**src/rtl/spi_arb_pkg.sv**
```systemverilog
// spi_arb_pkg: shared types and widths for the SPI bus arbiter.
package spi_arb_pkg;

    localparam int CS_IDX_W    = 7;
    localparam int DATA_W      = 8;
    localparam int NUM_REQ_DEF = 4;

    typedef enum logic [2:0] {
        IDLE,
        WAIT_BYTE,
        WB_WRITE,
        RETRY,
        RELEASE
    } arb_state_t;

endpackage

```
**src/rtl/spi_bus_arbiter_if.sv**
```systemverilog
// spi_bus_arbiter_if: requester bundle plus Wishbone master port.
interface spi_bus_arbiter_if
    import spi_arb_pkg::*;
#(
    parameter int NUM_REQ = NUM_REQ_DEF
);

    logic [NUM_REQ-1:0]          req_i;
    logic [NUM_REQ*CS_IDX_W-1:0] cs_idx_i;
    logic [NUM_REQ-1:0]          tx_valid_i;
    logic [NUM_REQ-1:0]          last_i;
    logic [NUM_REQ*DATA_W-1:0]   tx_data_i;
    logic [NUM_REQ-1:0]          grant_o;
    logic [NUM_REQ-1:0]          tx_ready_o;
    logic [NUM_REQ-1:0]          rx_valid_o;
    logic [DATA_W-1:0]           rx_data_o;
    logic [NUM_REQ-1:0]          done_o;
    logic [NUM_REQ-1:0]          err_o;
    logic                        STB_O;
    logic                        WE_O;
    logic [7:0]                  ADR_O;
    logic [DATA_W-1:0]           DAT_O;
    logic [DATA_W-1:0]           DAT_I;
    logic                        ACK_I;
    logic                        RTY_I;

    modport master (
        input  req_i, cs_idx_i, tx_valid_i, last_i, tx_data_i,
        input  DAT_I, ACK_I, RTY_I,
        output grant_o, tx_ready_o, rx_valid_o, rx_data_o,
        output done_o, err_o,
        output STB_O, WE_O, ADR_O, DAT_O
    );

    modport slave (
        output req_i, cs_idx_i, tx_valid_i, last_i, tx_data_i,
        output DAT_I, ACK_I, RTY_I,
        input  grant_o, tx_ready_o, rx_valid_o, rx_data_o,
        input  done_o, err_o,
        input  STB_O, WE_O, ADR_O, DAT_O
    );

endinterface

```
**src/rtl/spi_rr_picker.sv**
```systemverilog
// spi_rr_picker: one-hot round-robin winner, searching from last owner + 1.
module spi_rr_picker
    import spi_arb_pkg::*;
#(
    parameter int NUM_REQ = NUM_REQ_DEF
) (
    input  logic [NUM_REQ-1:0]         i_req,
    input  logic [$clog2(NUM_REQ)-1:0] i_last,
    output logic [NUM_REQ-1:0]         o_win
);

    localparam int IW = $clog2(NUM_REQ);

    logic [IW-1:0] w_idx;
    logic          w_found;

    always_comb begin
        o_win   = '0;
        w_found = 1'b0;
        w_idx   = '0;
        for (int k = 1; k <= NUM_REQ; k++) begin
            w_idx = IW'((int'(i_last) + k) % NUM_REQ);
            if (!w_found && i_req[w_idx]) begin
                o_win[w_idx] = 1'b1;
                w_found      = 1'b1;
            end
        end
    end

endmodule

```
**src/rtl/spi_bus_arbiter.sv**
```systemverilog
// spi_bus_arbiter: round-robin owner of one Wishbone-attached SPI master.
// Define SPI_ARB_TIMEOUT_EN to abort a byte whose ACK_I never arrives.
module spi_bus_arbiter
    import spi_arb_pkg::*;
#(
    parameter int NUM_REQ        = NUM_REQ_DEF,
    parameter int TIMEOUT_CYCLES = 255
) (
    input  logic CLK_I,
    input  logic RST_I,
    spi_bus_arbiter_if.master bus
);

    localparam int IW = $clog2(NUM_REQ);

    arb_state_t          r_state;
    logic [NUM_REQ-1:0]  r_grant;
    logic [NUM_REQ-1:0]  r_tx_ready;
    logic [NUM_REQ-1:0]  r_rx_valid;
    logic [NUM_REQ-1:0]  r_done;
    logic [IW-1:0]       r_owner;
    logic [IW-1:0]       r_last_owner;
    logic [7:0]          r_adr;
    logic [DATA_W-1:0]   r_dat;
    logic [DATA_W-1:0]   r_rx_data;
    logic                r_stb;
    logic                r_we;
    logic                r_last;

    logic [NUM_REQ-1:0]  w_win;
    logic [IW-1:0]       w_win_idx;
    logic [CS_IDX_W-1:0] w_cs;
    logic [DATA_W-1:0]   w_tx_data;
    logic                w_req_g;
    logic                w_valid_g;
    logic                w_last_g;

`ifdef SPI_ARB_TIMEOUT_EN
    localparam logic [7:0] TMO_LAST = 8'(TIMEOUT_CYCLES - 1);
    logic [7:0]          r_tmo_cnt;
    logic [NUM_REQ-1:0]  r_err;
`endif

    spi_rr_picker #(
        .NUM_REQ (NUM_REQ)
    ) u_picker (
        .i_req  (bus.req_i),
        .i_last (r_last_owner),
        .o_win  (w_win)
    );

    always_comb begin
        w_win_idx = '0;
        for (int i = 0; i < NUM_REQ; i++) begin
            if (w_win[i]) w_win_idx = IW'(i);
        end
    end

    assign w_cs      = bus.cs_idx_i[w_win_idx*CS_IDX_W +: CS_IDX_W];
    assign w_req_g   = bus.req_i[r_owner];
    assign w_valid_g = bus.tx_valid_i[r_owner];
    assign w_last_g  = bus.last_i[r_owner];
    assign w_tx_data = bus.tx_data_i[r_owner*DATA_W +: DATA_W];

    always_ff @(posedge CLK_I) begin
        if (RST_I) begin
            r_state      <= IDLE;
            r_grant      <= '0;
            r_tx_ready   <= '0;
            r_rx_valid   <= '0;
            r_done       <= '0;
            r_owner      <= '0;
            r_last_owner <= IW'(NUM_REQ - 1);
            r_adr        <= '0;
            r_dat        <= '0;
            r_rx_data    <= '0;
            r_stb        <= 1'b0;
            r_we         <= 1'b0;
            r_last       <= 1'b0;
`ifdef SPI_ARB_TIMEOUT_EN
            r_tmo_cnt    <= '0;
            r_err        <= '0;
`endif
        end else begin
            r_rx_valid <= '0;
            r_done     <= '0;
`ifdef SPI_ARB_TIMEOUT_EN
            r_err      <= '0;
`endif
            unique case (r_state)
                IDLE: begin
                    if (|bus.req_i) begin
                        r_grant    <= w_win;
                        r_tx_ready <= w_win;
                        r_owner    <= w_win_idx;
                        r_adr      <= {1'b0, w_cs};
                        r_state    <= WAIT_BYTE;
                    end
                end
                WAIT_BYTE: begin
                    // a dropped request is an abort, not a completion
                    if (!w_req_g) begin
                        r_tx_ready <= '0;
                        r_state    <= RELEASE;
                    end else if (w_valid_g) begin
                        r_tx_ready <= '0;
                        r_dat      <= w_tx_data;
                        r_last     <= w_last_g;
                        r_stb      <= 1'b1;
                        r_we       <= 1'b1;
                        r_state    <= WB_WRITE;
`ifdef SPI_ARB_TIMEOUT_EN
                        r_tmo_cnt  <= '0;
`endif
                    end
                end
                WB_WRITE: begin
                    if (bus.ACK_I) begin
                        r_stb      <= 1'b0;
                        r_we       <= 1'b0;
                        r_rx_data  <= bus.DAT_I;
                        r_rx_valid <= r_grant;
                        if (r_last) begin
                            r_done  <= r_grant;
                            r_state <= RELEASE;
                        end else begin
                            r_tx_ready <= r_grant;
                            r_state    <= WAIT_BYTE;
                        end
                    end else if (bus.RTY_I) begin
                        r_stb   <= 1'b0;
                        r_we    <= 1'b0;
                        r_state <= RETRY;
                    end
`ifdef SPI_ARB_TIMEOUT_EN
                    else if (r_tmo_cnt == TMO_LAST) begin
                        r_stb   <= 1'b0;
                        r_we    <= 1'b0;
                        r_err   <= r_grant;
                        r_state <= RELEASE;
                    end else begin
                        r_tmo_cnt <= r_tmo_cnt + 8'd1;
                    end
`endif
                end
                RETRY: begin
                    r_stb     <= 1'b1;
                    r_we      <= 1'b1;
                    r_state   <= WB_WRITE;
`ifdef SPI_ARB_TIMEOUT_EN
                    r_tmo_cnt <= '0;
`endif
                end
                RELEASE: begin
                    r_grant      <= '0;
                    r_tx_ready   <= '0;
                    r_last_owner <= r_owner;
                    r_state      <= IDLE;
                end
                default: r_state <= IDLE;
            endcase
        end
    end

    assign bus.grant_o    = r_grant;
    assign bus.tx_ready_o = r_tx_ready;
    assign bus.rx_valid_o = r_rx_valid;
    assign bus.rx_data_o  = r_rx_data;
    assign bus.done_o     = r_done;
    assign bus.STB_O      = r_stb;
    assign bus.WE_O       = r_we;
    assign bus.ADR_O      = r_adr;
    assign bus.DAT_O      = r_dat;
`ifdef SPI_ARB_TIMEOUT_EN
    assign bus.err_o      = r_err;
`else
    assign bus.err_o      = '0;
`endif

endmodule

```
**src/flat_wrapper.sv**
```systemverilog
// flat-port wrapper written by rule: the top's interface ports become plain ports
module spi_bus_arbiter_flat import spi_arb_pkg::*;
#(
    parameter int NUM_REQ        = NUM_REQ_DEF,
    parameter int TIMEOUT_CYCLES = 255
)
  (CLK_I, RST_I, bus_req_i, bus_cs_idx_i, bus_tx_valid_i, bus_last_i, bus_tx_data_i, bus_DAT_I, bus_ACK_I, bus_RTY_I, bus_grant_o, bus_tx_ready_o, bus_rx_valid_o, bus_rx_data_o, bus_done_o, bus_err_o, bus_STB_O, bus_WE_O, bus_ADR_O, bus_DAT_O);
  spi_bus_arbiter_if #(.NUM_REQ(NUM_REQ)) bus_i ();
  input  logic CLK_I;
  input  logic RST_I;
  input wire logic [$bits(bus_i.req_i)-1:0] bus_req_i;
  input wire logic [$bits(bus_i.cs_idx_i)-1:0] bus_cs_idx_i;
  input wire logic [$bits(bus_i.tx_valid_i)-1:0] bus_tx_valid_i;
  input wire logic [$bits(bus_i.last_i)-1:0] bus_last_i;
  input wire logic [$bits(bus_i.tx_data_i)-1:0] bus_tx_data_i;
  input wire logic [$bits(bus_i.DAT_I)-1:0] bus_DAT_I;
  input wire logic [$bits(bus_i.ACK_I)-1:0] bus_ACK_I;
  input wire logic [$bits(bus_i.RTY_I)-1:0] bus_RTY_I;
  output wire logic [$bits(bus_i.grant_o)-1:0] bus_grant_o;
  output wire logic [$bits(bus_i.tx_ready_o)-1:0] bus_tx_ready_o;
  output wire logic [$bits(bus_i.rx_valid_o)-1:0] bus_rx_valid_o;
  output wire logic [$bits(bus_i.rx_data_o)-1:0] bus_rx_data_o;
  output wire logic [$bits(bus_i.done_o)-1:0] bus_done_o;
  output wire logic [$bits(bus_i.err_o)-1:0] bus_err_o;
  output wire logic [$bits(bus_i.STB_O)-1:0] bus_STB_O;
  output wire logic [$bits(bus_i.WE_O)-1:0] bus_WE_O;
  output wire logic [$bits(bus_i.ADR_O)-1:0] bus_ADR_O;
  output wire logic [$bits(bus_i.DAT_O)-1:0] bus_DAT_O;
  assign bus_i.req_i = bus_req_i;
  assign bus_i.cs_idx_i = bus_cs_idx_i;
  assign bus_i.tx_valid_i = bus_tx_valid_i;
  assign bus_i.last_i = bus_last_i;
  assign bus_i.tx_data_i = bus_tx_data_i;
  assign bus_i.DAT_I = bus_DAT_I;
  assign bus_i.ACK_I = bus_ACK_I;
  assign bus_i.RTY_I = bus_RTY_I;
  assign bus_grant_o = bus_i.grant_o;
  assign bus_tx_ready_o = bus_i.tx_ready_o;
  assign bus_rx_valid_o = bus_i.rx_valid_o;
  assign bus_rx_data_o = bus_i.rx_data_o;
  assign bus_done_o = bus_i.done_o;
  assign bus_err_o = bus_i.err_o;
  assign bus_STB_O = bus_i.STB_O;
  assign bus_WE_O = bus_i.WE_O;
  assign bus_ADR_O = bus_i.ADR_O;
  assign bus_DAT_O = bus_i.DAT_O;
  spi_bus_arbiter #(.NUM_REQ(NUM_REQ), .TIMEOUT_CYCLES(TIMEOUT_CYCLES)) u_core (.CLK_I(CLK_I), .RST_I(RST_I), .bus(bus_i));
endmodule
```
**config.mk**
```make
export PLATFORM = sky130hd
export DESIGN_NAME = spi_bus_arbiter_flat
export DESIGN_NICKNAME = d
export VERILOG_FILES = /design/src/rtl/spi_arb_pkg.sv /design/src/rtl/spi_bus_arbiter_if.sv /design/src/rtl/spi_rr_picker.sv /design/src/rtl/spi_bus_arbiter.sv /design/src/flat_wrapper.sv
export SDC_FILE = /design/constraint.sdc
export NUM_CORES = 1
export LEC_CHECK = 0
export ABC_AREA = 1
export CORE_MARGIN = 2
export CORE_UTILIZATION = 46
export DETAILED_ROUTE_END_ITERATION = 10
export GPL_TIMING_DRIVEN = 0
export PLACE_DENSITY = 0.94
export SYNTH_ARGS = -nofsm -noshare
export SYNTH_HDL_FRONTEND = slang
export SYNTH_HIERARCHICAL = 1
export SYNTH_SLANG_ARGS = --single-unit
```
**constraint.sdc**
```tcl
create_clock -name CLK_I -period 3.75 [get_ports CLK_I]
set_input_delay 0.5625 -clock CLK_I [delete_from_list [all_inputs] [get_ports CLK_I]]
set_output_delay 0.5625 -clock CLK_I [all_outputs]
set_load 0.02 [all_outputs]
```
==> metrics.md, run 1 <==
| Metric | Value |
|---|---|
| Status | finished, final reports clean |
| Clock root buffer master | clkbuf_8 |
| Worst hold path type | flip-flop to flip-flop |
| Clk pwr share | 13.0% |
| Max incr delay on CP | 0.57 ns |
| Filler Cell Count | 509 |
| TritonCTS Buffers | 5 |
| Nets@finish | 677 |
| Core area | 6310 um2 |
| Period utilization | 84.2% |
| Area Growth Syn to Fin | 48.8% |
| Ranking of synthesized cells by area | dfxtp_1 (32%), nor2_1 (12%), nand2_1 (7.3%), nand3_1 (5.9%), o21ai_0 (5.7%) |
| Synth Warn # | 6 |
| Antenna violations before repair | 0 |
| Total gr overflow | 0 |
| Final Non-Filler Cells | 663 |
| WL/cell | 14.2 um |
| Vias in the first global route | 3411 |
| Most frequent cell on the critical path | inv_1 |
| Net Switching | 1.38 mW |
| Flop pwr share | 25.8% |
| Avg Inst Size Synth | 6.65 um2 |
| CP bufs+invs | 5 |
| Largest net degree at the start of global routing | 15 |
| Final core utilization | 70.6% |
| Synth cell types | 30 |
| DRC Markers | 0 |
| Routability cong. | 0.865 |
| Internal power | 1.51 mW |
| First-pass DRT Iterations | 5 |
| Die Ht | 84.7 um |
| Top achievable clock speed | 317 MHz |
| Placed wire-length estimate | 7.24 mm |
| Clock Latency Late Sink | 0.31 ns |
| Clock Pin Slew Worst Setup and Hold Paths | 0.09 ns |
| Register area share after synthesis | 32.1% |
| Resized cells post-CTS | 0 |
| RSZ-0062 raised after global routing | false |
| Worst-Margin Slew | 0.628 ns |
| Worst setup EP type | flip-flop |
| First-pass GRT wire length | 15.0 mm |
| Arr. time, crit path | 3.36 ns |
| Iteration-0 DRC Markers | 268 |
| Worst-case clock buffer depth | 2 |
| Critical Path RT | 3.95 ns |
| Startpoint Class | flip-flop |
| Crit Path Max Fanout | 12 |
| Vias | 3605 |
| Switching portion of total power | 47.7% |
| Cts hold-fix bufs | 0 |
| Cells after Synth | 450 |
| Clock tree from TritonCTS | built |
| Max Transition Viols Final | 0 |
| Combinational share of power | 61.2% |
| Final critical-path required period | 3.16 ns |
| Ant. Diodes | 0 |
| Fin. Hold Viols | 0 |
| WS Path Type | flip-flop to flip-flop |
| Drt via density | 5.44 |
| Setup bufs post-CTS | 0 |
| Inst Count DP | 655 |
| Final hold slack | 0.506 ns |
| Layout cells sized above 1 | 12.3% |
| Total track usage | 25.3% |
| Most common cell after layout, fill and taps aside | clkdlybuf4s50_1 |
| Lkg Pwr | 1.94 nW |
| CP delay by family, top | simple AND/OR/NAND/NOR gates |
| Post-route cell area | 4450 um2 |
| Max Cap Viol | 0 |
| Pwr dens | 648 nW/um2 |
| IO Pins | 130 |
| Most frequent cells in the layout | clkdlybuf4s50_1 (124), nor2_1 (96), nand2_1 (58) |
| DP Area | 4350 um2 |
| Register bit total from synthesis | 48 |
| Rows | 29 |
| Initial Utilization | 47.4% |
| Post-route setup TNS | 0 ns |
| CTS H-tree depth | 2 |
| Setup violators final | 0 |
| Synthesized cell area | 2990 um2 |
| Die footprint | 7170 um2 |
| Max_slew headroom | 58.2% |
| PortBufs | 124 |
| Antenna Nets Post-Route | 0 |
| Critical path's slowest cell | dfxtp_1 |
| Routed wire length | 9.40 mm |
| IR drop worst, VDD | 0.000533 V |
| CP cell instances | inv_2, ha_1, inv_1, nand3_2, nand2_4, nand2_4, inv_2, nand3_1, nand3_1, nor2_1, inv_1, o21ai_0, o22ai_1, o21ai_1, inv_1 |
| Clock Skew | 0.0117 ns |
| CTS Sinks | 48 |
| Cell taking the most area after synthesis | dfxtp_1 |
| Post-synth top area share | 32.1% |
| DIE WIDTH | 84.7 um |
## cell usage after synthesis (all sizes together)
master / instances
a21oi: 10
a31oi: 1
buf: 15
clkbuf: 4
clkinv: 1
conb: 1
dfxtp: 48
ha: 8
inv: 50
nand2: 69
nand3: 43
nand4: 2
nor2: 114
o211ai: 4
o21ai: 59
o22ai: 21
## kinds of logic after synthesis
family	share of synthesized area, %
compound gates	17.4
other cells	0.125
fa+ha+maj	3.34
flops	32.1
simple gates	36.3
buf+inv	10.8
## tightest hold or removal path: cells and delay by family (launching register included)
family	cells	cell delay [ns]
compound gates	1	0.07
simple gates	1	0.07
flops	1	0.34
## flip-flops by register name (all words and copies together) (netlist names)
name and flops:
u_core/bus.ADR_O 7, u_core/bus.DAT_O 8, u_core/bus.WE_O 1, u_core/bus.done_o 4, u_core/bus.grant_o 4, u_core/bus.rx_data_o 8, u_core/bus.rx_valid_o 4, u_core/bus.tx_ready_o 4
u_core/r_last 1, u_core/r_last_owner 2, u_core/r_owner 2, u_core/r_state 3
## final timing paths
| kind | start | to | slack, ns | cells after the start |
|---|---|---|---|---|
| hold / removal | u_core/bus.rx_data_o[1] | u_core/bus.rx_data_o[1] | 0.51 | 2 |
| hold reg to reg | u_core/bus.rx_data_o[1] | u_core/bus.rx_data_o[1] | 0.51 | 2 |
| setup reg to reg | u_core/r_last_owner[0] | u_core/bus.ADR_O[4] | 0.59 | 15 |
| setup / recovery | u_core/r_last_owner[0] | u_core/bus.ADR_O[4] | 0.59 | 15 |
## power by group through the flow
| stage | Combinational [mW] | Clock [mW] | Sequential (mW) |
|---|---|---|---|
| 4_1_cts | 1.73 | 0.378 | 0.744 |
| 6_report | 1.77 | 0.375 | 0.745 |
| 5_1_grt | 1.91 | 0.398 | 0.761 |
| 3_3_place_gp | 1.66 | 0 | 0.745 |
| 2_1_floorplan | 1.05 | 0 | 0.853 |
| 3_5_place_dp | 1.72 | 0 | 0.752 |
## layout make-up
class | count | area [um2] | share of cell area, %
buffer | 19 | 129 | 2.89
tap | 77 | 96.3 | 2.16
timing repair buffer | 124 | 1240 | 27.9
multi-input combinational | 336 | 1730 | 38.7
clock inverter | 2 | 35.0 | 0.787
sequential | 48 | 961 | 21.6
clock buffer | 6 | 72.6 | 1.63
inverter | 51 | 194 | 4.35
## through the flow
stage	worst slack, ns	power, mW
after floorplan	1.34	1.90
after global placement	0.711	2.41
after detailed placement	0.648	2.47
after CTS	0.739	2.85
after global routing	0.348	3.07
final	0.593	2.89
## layer usage
layer  part of all wire [%]  global-route usage, %
met4                    3.6                   11.8
met3                     10                   6.10
met1                     37                   28.1
met2                     50                   45.1
met5                      0                      0
Note: power is estimated with default switching activity, not from simulation.
==> run 2: changes to the inputs <==
- CORE_UTILIZATION: 46 -> 43
- PLACE_DENSITY: 0.94 -> 0.89
- clock period: 3.75 -> 3.2 ns (I/O delays scaled with it)
==> run 2 against run 1 <==
Fmax rose by 8.1%; critical endpoint is now u_core/bus.ADR_O[1]; global-route usage fell by 1.5 points; setup slack got worse by 0.31 ns; final cell count rose by 0.45%; power rose by 14%.
==> metrics.md, run 2 (same netlist as run 1, synthesis figures left out) <==
| Metric | Value |
|---|---|
| Ant. Diodes | 0 (unchanged) |
| Max_slew headroom | 62.5% (was 58.2%) |
| Post-route cell area | 4450 um2 (about the same) |
| TritonCTS Buffers | 5 (unchanged) |
| Worst setup EP type | flip-flop (unchanged) |
| Final critical-path required period | 2.92 ns (was 3.16 ns) |
| Final core utilization | 65.8% (was 70.6%) |
| Final Non-Filler Cells | 666 (was 663) |
| Cts hold-fix bufs | 0 (unchanged) |
| First-pass GRT wire length | 14.6 mm (was 15.0 mm) |
| Core area | 6760 um2 (was 6310 um2) |
| Routability cong. | 0.900 (was 0.865) |
| WL/cell | 13.6 um (was 14.2 um) |
| Iteration-0 DRC Markers | 205 (was 268) |
| Vias | 3430 (was 3605) |
| Status | finished, final reports clean (unchanged) |
| Post-route setup TNS | 0 ns (unchanged) |
| Filler Cell Count | 575 (was 509) |
| Pwr dens | 742 nW/um2 (was 648 nW/um2) |
| Vias in the first global route | 3276 (was 3411) |
| Total gr overflow | 0 (unchanged) |
| Clock Latency Late Sink | 0.31 ns (about the same) |
| Area Growth Syn to Fin | 48.5% (was 48.8%) |
| Most common cell after layout, fill and taps aside | clkdlybuf4s50_1 (unchanged) |
| CTS Sinks | 48 (unchanged) |
| Fin. Hold Viols | 0 (unchanged) |
| DP Area | 4350 um2 (about the same) |
| IO Pins | 130 (unchanged) |
| Worst-case clock buffer depth | 2 (unchanged) |
| Antenna Nets Post-Route | 0 (unchanged) |
| First-pass DRT Iterations | 5 (unchanged) |
| Inst Count DP | 658 (was 655) |
| CTS H-tree depth | 2 (unchanged) |
| IR drop worst, VDD | 0.000369 V (was 0.000533 V) |
| Initial Utilization | 44.3% (was 47.4%) |
| DRC Markers | 0 (unchanged) |
| DIE WIDTH | 87.4 um (was 84.7 um) |
| Worst-Margin Slew | 0.562 ns (was 0.628 ns) |
| Clock root buffer master | clkbuf_8 (unchanged) |
| Clock tree from TritonCTS | built (unchanged) |
| Worst hold path type | flip-flop to flip-flop (unchanged) |
| Layout cells sized above 1 | 12.5% (was 12.3%) |
| Max Cap Viol | 0 (unchanged) |
| Critical Path RT | 3.45 ns (was 3.95 ns) |
| Die footprint | 7650 um2 (was 7170 um2) |
| RSZ-0062 raised after global routing | false (unchanged) |
| Largest net degree at the start of global routing | 14 (was 15) |
| Lkg Pwr | 1.93 nW (was 1.94 nW) |
| Drt via density | 5.15 (was 5.44) |
| Max Transition Viols Final | 0 (unchanged) |
| Startpoint Class | flip-flop (unchanged) |
| Period utilization | 91.3% (was 84.2%) |
| WS Path Type | flip-flop to flip-flop (unchanged) |
| Top achievable clock speed | 342 MHz (was 317 MHz) |
| Nets@finish | 677 (unchanged) |
| Routed wire length | 9.04 mm (was 9.40 mm) |
| Setup violators final | 0 (unchanged) |
| Rows | 30 (was 29) |
| Most frequent cells in the layout | clkdlybuf4s50_1 (124), nor2_1 (95), nand2_1 (58) (was clkdlybuf4s50_1 (124), nor2_1 (96), nand2_1 (58)) |
| Clock Pin Slew Worst Setup and Hold Paths | 0.08 ns (was 0.09 ns) |
| Total track usage | 23.7% (was 25.3%) |
| Antenna violations before repair | 0 (unchanged) |
| Clock Skew | 0.0127 ns (was 0.0117 ns) |
| Crit Path Max Fanout | 12 (unchanged) |
| PortBufs | 124 (unchanged) |
| Placed wire-length estimate | 7.10 mm (was 7.24 mm) |
| Arr. time, crit path | 3.18 ns (was 3.36 ns) |
| Die Ht | 87.4 um (was 84.7 um) |
[run 2: changes by cell type in the layout (fill, tap and decap cells not counted), sizes merged]
cell,previous run,this run
bufinv,1,0
clkbuf,10,12
clkinv,2,1
[run 2: worst paths after layout]
| check | start | endpoint | slack (ns) | cells after the start |
|---|---|---|---|---|
| worst max-delay path | u_core/r_last_owner[0] | u_core/bus.ADR_O[1] | 0.28 | 16 |
| worst min-delay path | u_core/bus.DAT_O[2] | u_core/bus.DAT_O[2] | 0.51 | 2 |
| worst max register to register | u_core/r_last_owner[0] | u_core/bus.ADR_O[1] | 0.28 | 16 |
| worst min register to register | u_core/bus.DAT_O[2] | u_core/bus.DAT_O[2] | 0.51 | 2 |
[run 2: worst max-delay path: stages (launching register included)]
cell and delay (ns):
dfxtp_1 0.57, inv_2 0.19, ha_1 0.37, inv_1 0.10
nand3_2 0.15, nand2_4 0.13, nand2_4 0.06, nor2_4 0.14
nand2_1 0.07, nand3_1 0.06, buf_2 0.22, inv_1 0.09
o21ai_2 0.34, nor2_1 0.08, o22ai_1 0.17, o21ai_1 0.08
inv_1 0.05
[run 2: stage by stage]
stage	hold slack, ns	setup slack, ns	power [mW]
3_3_place_gp	0.474	0.284	2.82
2_1_floorplan	0.494	0.787	2.23
5_1_grt	0.523	0.0133	3.54
3_5_place_dp	0.486	0.243	2.89
4_1_cts	0.510	0.253	3.27
6_report	0.512	0.279	3.30
[run 2: final cells by class]
class	count	area, um2	area share (%)
flip-flops and latches	48	961	21.6
inverters	51	194	4.36
plain buffers	19	129	2.90
clock buffers	8	90.1	2.03
repair buffers	124	1240	27.9
multi-input cells	336	1730	38.9
well taps	80	100	2.25
[run 2: per-layer routing]
metal / vias up / GRT usage, % / share of wire, %
met2: 147 / 42.6 / 51
met1: 1537 / 26.2 / 38
met3: 21 / 7.68 / 8.9
met4: 0 / 8.11 / 2.0
li1: 1725 / - / -
met5: - / 0 / 0
[run 2: where the power goes]
| group | switching, mW | internal (mW) | leakage [nW] |
|---|---|---|---|
| Sequential | 0.123 | 0.748 | 0.392 |
| Clock | 0.204 | 0.177 | 0.0455 |
| Combinational | 1.25 | 0.795 | 1.49 |
| Total | 1.58 | 1.72 | 1.93 |
[run 2: what timing repair did]
| action | CTS | global route |
|---|---|---|
| endpoints found under the setup margin | 0 | 7 |
| gates resized for setup | 0 | 2 |
| buffers inserted | 0 | 0 |
==> run 3: changes to the inputs <==
- CORE_ASPECT_RATIO: not set -> 1.75
==> run 3 against run 2 <==
Largest power group unchanged; cell area grew 1.5%; clock power grew 40%; non-clock buffer count is the same; combinational power is essentially flat.
==> metrics.md, run 3 (same netlist as run 1, synthesis figures left out) <==
| Metric | Value |
|---|---|
| Drt via density | 5.20 (was 5.15) |
| Setup bufs post-CTS | 0 (unchanged) |
| Routability cong. | 0.871 (was 0.900) |
| Path depth of the worst reg2reg path | 16 (unchanged) |
| CP delay by family, top | simple AND/OR/NAND/NOR gates (unchanged) |
| Rows | 40 (was 30) |
| Max Transition Viols Final | 0 (unchanged) |
| Vias | 3486 (was 3430) |
| IR drop worst, VDD | 0.000577 V (was 0.000369 V) |
| Nets@finish | 677 (unchanged) |
| Switching portion of total power | 46.3% (was 47.9%) |
| Vias in the first global route | 3487 (was 3276) |
| Die Ht | 114 um (was 87.4 um) |
| First-pass DRT Iterations | 5 (unchanged) |
| Internal power | 1.86 mW (was 1.72 mW) |
| Fin. Hold Viols | 0 (unchanged) |
| RSZ-0062 raised after global routing | false (unchanged) |
| WL/cell | 13.6 um (about the same) |
| Clock tree from TritonCTS | built (unchanged) |
| IO Pins | 130 (unchanged) |
| Crit path launch | u_core/r_last_owner[1] (was u_core/r_last_owner[0]) |
| Initial Utilization | 44.0% (was 44.3%) |
| Post-route cell area | 4520 um2 (was 4450 um2) |
| Lkg Pwr | 1.96 nW (was 1.93 nW) |
| Clock Pin Slew Worst Setup and Hold Paths | 0.06 ns (was 0.08 ns) |
| DP Area | 4360 um2 (was 4350 um2) |
| Max incr delay on CP | 0.49 ns (was 0.57 ns) |
| Worst hold path type | flip-flop to flip-flop (unchanged) |
| CTS H-tree depth | 2 (unchanged) |
| PortBufs | 124 (unchanged) |
| Antenna violations before repair | 0 (unchanged) |
| Post-Place Worst Slack | 0.165 ns (was 0.243 ns) |
| Die footprint | 7670 um2 (was 7650 um2) |
| Post-route setup TNS | 0 ns (unchanged) |
| Status | finished, final reports clean (unchanged) |
| Top achievable clock speed | 349 MHz (was 342 MHz) |
| Filler Cell Count | 602 (was 575) |
| Most common cell after layout, fill and taps aside | clkdlybuf4s50_1 (unchanged) |
| First-pass GRT wire length | 14.4 mm (was 14.6 mm) |
| Crit Path Max Fanout | 10 (was 12) |
| WS Path Type | flip-flop to flip-flop (unchanged) |
| Seq. cell area | 962 um2 (was 961 um2) |
| Routed wire length | 9.13 mm (was 9.04 mm) |
| Most frequent cell on the critical path | inv_1 (unchanged) |
| Final critical-path required period | 2.86 ns (was 2.92 ns) |
| Clock Skew | 0.00364 ns (was 0.0127 ns) |
| Antenna Nets Post-Route | 0 (unchanged) |
| Area Growth Syn to Fin | 50.8% (was 48.5%) |
| Critical Path RT | 3.43 ns (was 3.45 ns) |
| Multi-input gate area | 1730 um2 (unchanged) |
| Placed wire-length estimate | 7.29 mm (was 7.10 mm) |
| Worst R2R Start | u_core/r_last_owner[1] (was u_core/r_last_owner[0]) |
| Startpoint Class | flip-flop (unchanged) |
| Period utilization | 89.4% (was 91.3%) |
| Worst Setup Slack, final | 0.338 ns (was 0.279 ns) |
| Hold Path Stages | 2 (unchanged) |
| Max Cap Viol | 0 (unchanged) |
| Pwr dens | 766 nW/um2 (was 742 nW/um2) |
| Total gr overflow | 0 (unchanged) |
| Clock Latency Late Sink | 0.28 ns (was 0.31 ns) |
| DIE WIDTH | 67.1 um (was 87.4 um) |
| Combinational share of power | 59.4% (was 62.1%) |
| DRC Markers | 0 (unchanged) |
| Worst-Margin Slew | 0.545 ns (was 0.562 ns) |
| Hold_sp | u_core/bus.rx_data_o[1] (was u_core/bus.DAT_O[2]) |
| CP cell instances | inv_1, ha_1, inv_1, nand3_2, nand2_4, nand2_4, nor2_4, nand2_1, nand3_1, buf_2, inv_1, o21ai_2, nor2_1, o22ai_1, o21ai_1, inv_1 (was inv_2, ha_1, inv_1, nand3_2, nand2_4, nand2_4, nor2_4, nand2_1, nand3_1, buf_2, inv_1, o21ai_2, nor2_1, o22ai_1, o21ai_1, inv_1) |
| Clock root buffer master | clkbuf_16 (was clkbuf_8) |
| Arr. time, crit path | 3.09 ns (was 3.18 ns) |
| Worst setup EP type | flip-flop (unchanged) |
| CP Depth | 16 (unchanged) |
| Clk pwr share | 15.4% (was 11.5%) |
| Critical path's slowest cell | dfxtp_1 (unchanged) |
| CTS Sinks | 48 (unchanged) |
| Ant. Diodes | 0 (unchanged) |
| Power, Total | 3.46 mW (was 3.30 mW) |
| Layout cells sized above 1 | 13.0% (was 12.5%) |
| Most frequent cells in the layout | clkdlybuf4s50_1 (124), nor2_1 (95), nand2_1 (58) (unchanged) |
| Flop pwr share | 25.2% (was 26.4%) |
| TritonCTS Buffers | 5 (unchanged) |
| Iteration-0 DRC Markers | 145 (was 205) |
| Max_slew headroom | 63.7% (was 62.5%) |
| CP bufs+invs | 5 (unchanged) |
| Worst-case clock buffer depth | 2 (unchanged) |
| Total track usage | 23.5% (was 23.7%) |
| Net Switching | 1.60 mW (was 1.58 mW) |
| Setup violators final | 0 (unchanged) |
| Largest net degree at the start of global routing | 16 (was 14) |
| Core area | 6810 um2 (was 6760 um2) |
## run 3: worst paths after layout
kind / slack (ns) / to
setup / recovery: 0.34 / u_core/bus.ADR_O[3]
hold / removal: 0.50 / u_core/bus.rx_data_o[1]
setup reg to reg: 0.34 / u_core/bus.ADR_O[3]
hold reg to reg: 0.50 / u_core/bus.rx_data_o[1]
## run 3: per-layer routing
| layer | share of wire, % | global-route usage (%) | vias up |
|---|---|---|---|
| li1 | - | - | 1724 |
| met1 | 35 | 21.3 | 1580 |
| met2 | 54 | 46.9 | 160 |
| met3 | 8.3 | 6.10 | 22 |
| met4 | 2.5 | 8.84 | 0 |
| met5 | 0 | 0 | - |
## run 3: final cells by class
cell class,count,share of cell area (%)
Clock inverter,2,0.305
Sequential cell,48,21.3
Buffer,19,2.85
Multi-Input combinational cell,336,38.3
Inverter,51,4.29
Clock buffer,6,3.08
Timing Repair Buffer,124,27.5
Tap cell,84,2.33
## run 3: tightest hold or removal path: stages (launching register included)
cell	delay [ns]
dfxtp_1	0.32
o21ai_1	0.07
nor2_1	0.07
## run 3: timing repair
item	in CTS	in global routing
endpoints found under the hold margin	0	0
hold buffers	0	0
gates resized for setup	0	3
setup endpoints to repair	0	8
## run 3: stage by stage
stage / hold WS, ns / util, % / std cells
after floorplan: 0.494 / - / 454
after global placement: 0.478 / 64.0 / 662
after detailed placement: 0.483 / 64.0 / 662
after CTS: 0.506 / 66.2 / 670
after global routing: 0.532 / 66.3 / 670
final: 0.499 / 66.3 / 670
## run 3: power groups by stage
| stage | Sequential, mW | Combinational (mW) | Clock, mW |
|---|---|---|---|
| 3_3_place_gp | 0.877 | 1.97 | 0 |
| 3_5_place_dp | 0.883 | 2.03 | 0 |
| 5_1_grt | 0.895 | 2.24 | 0.571 |
| 4_1_cts | 0.872 | 2.03 | 0.541 |
| 2_1_floorplan | 1.00 | 1.23 | 0 |
| 6_report | 0.873 | 2.05 | 0.532 |
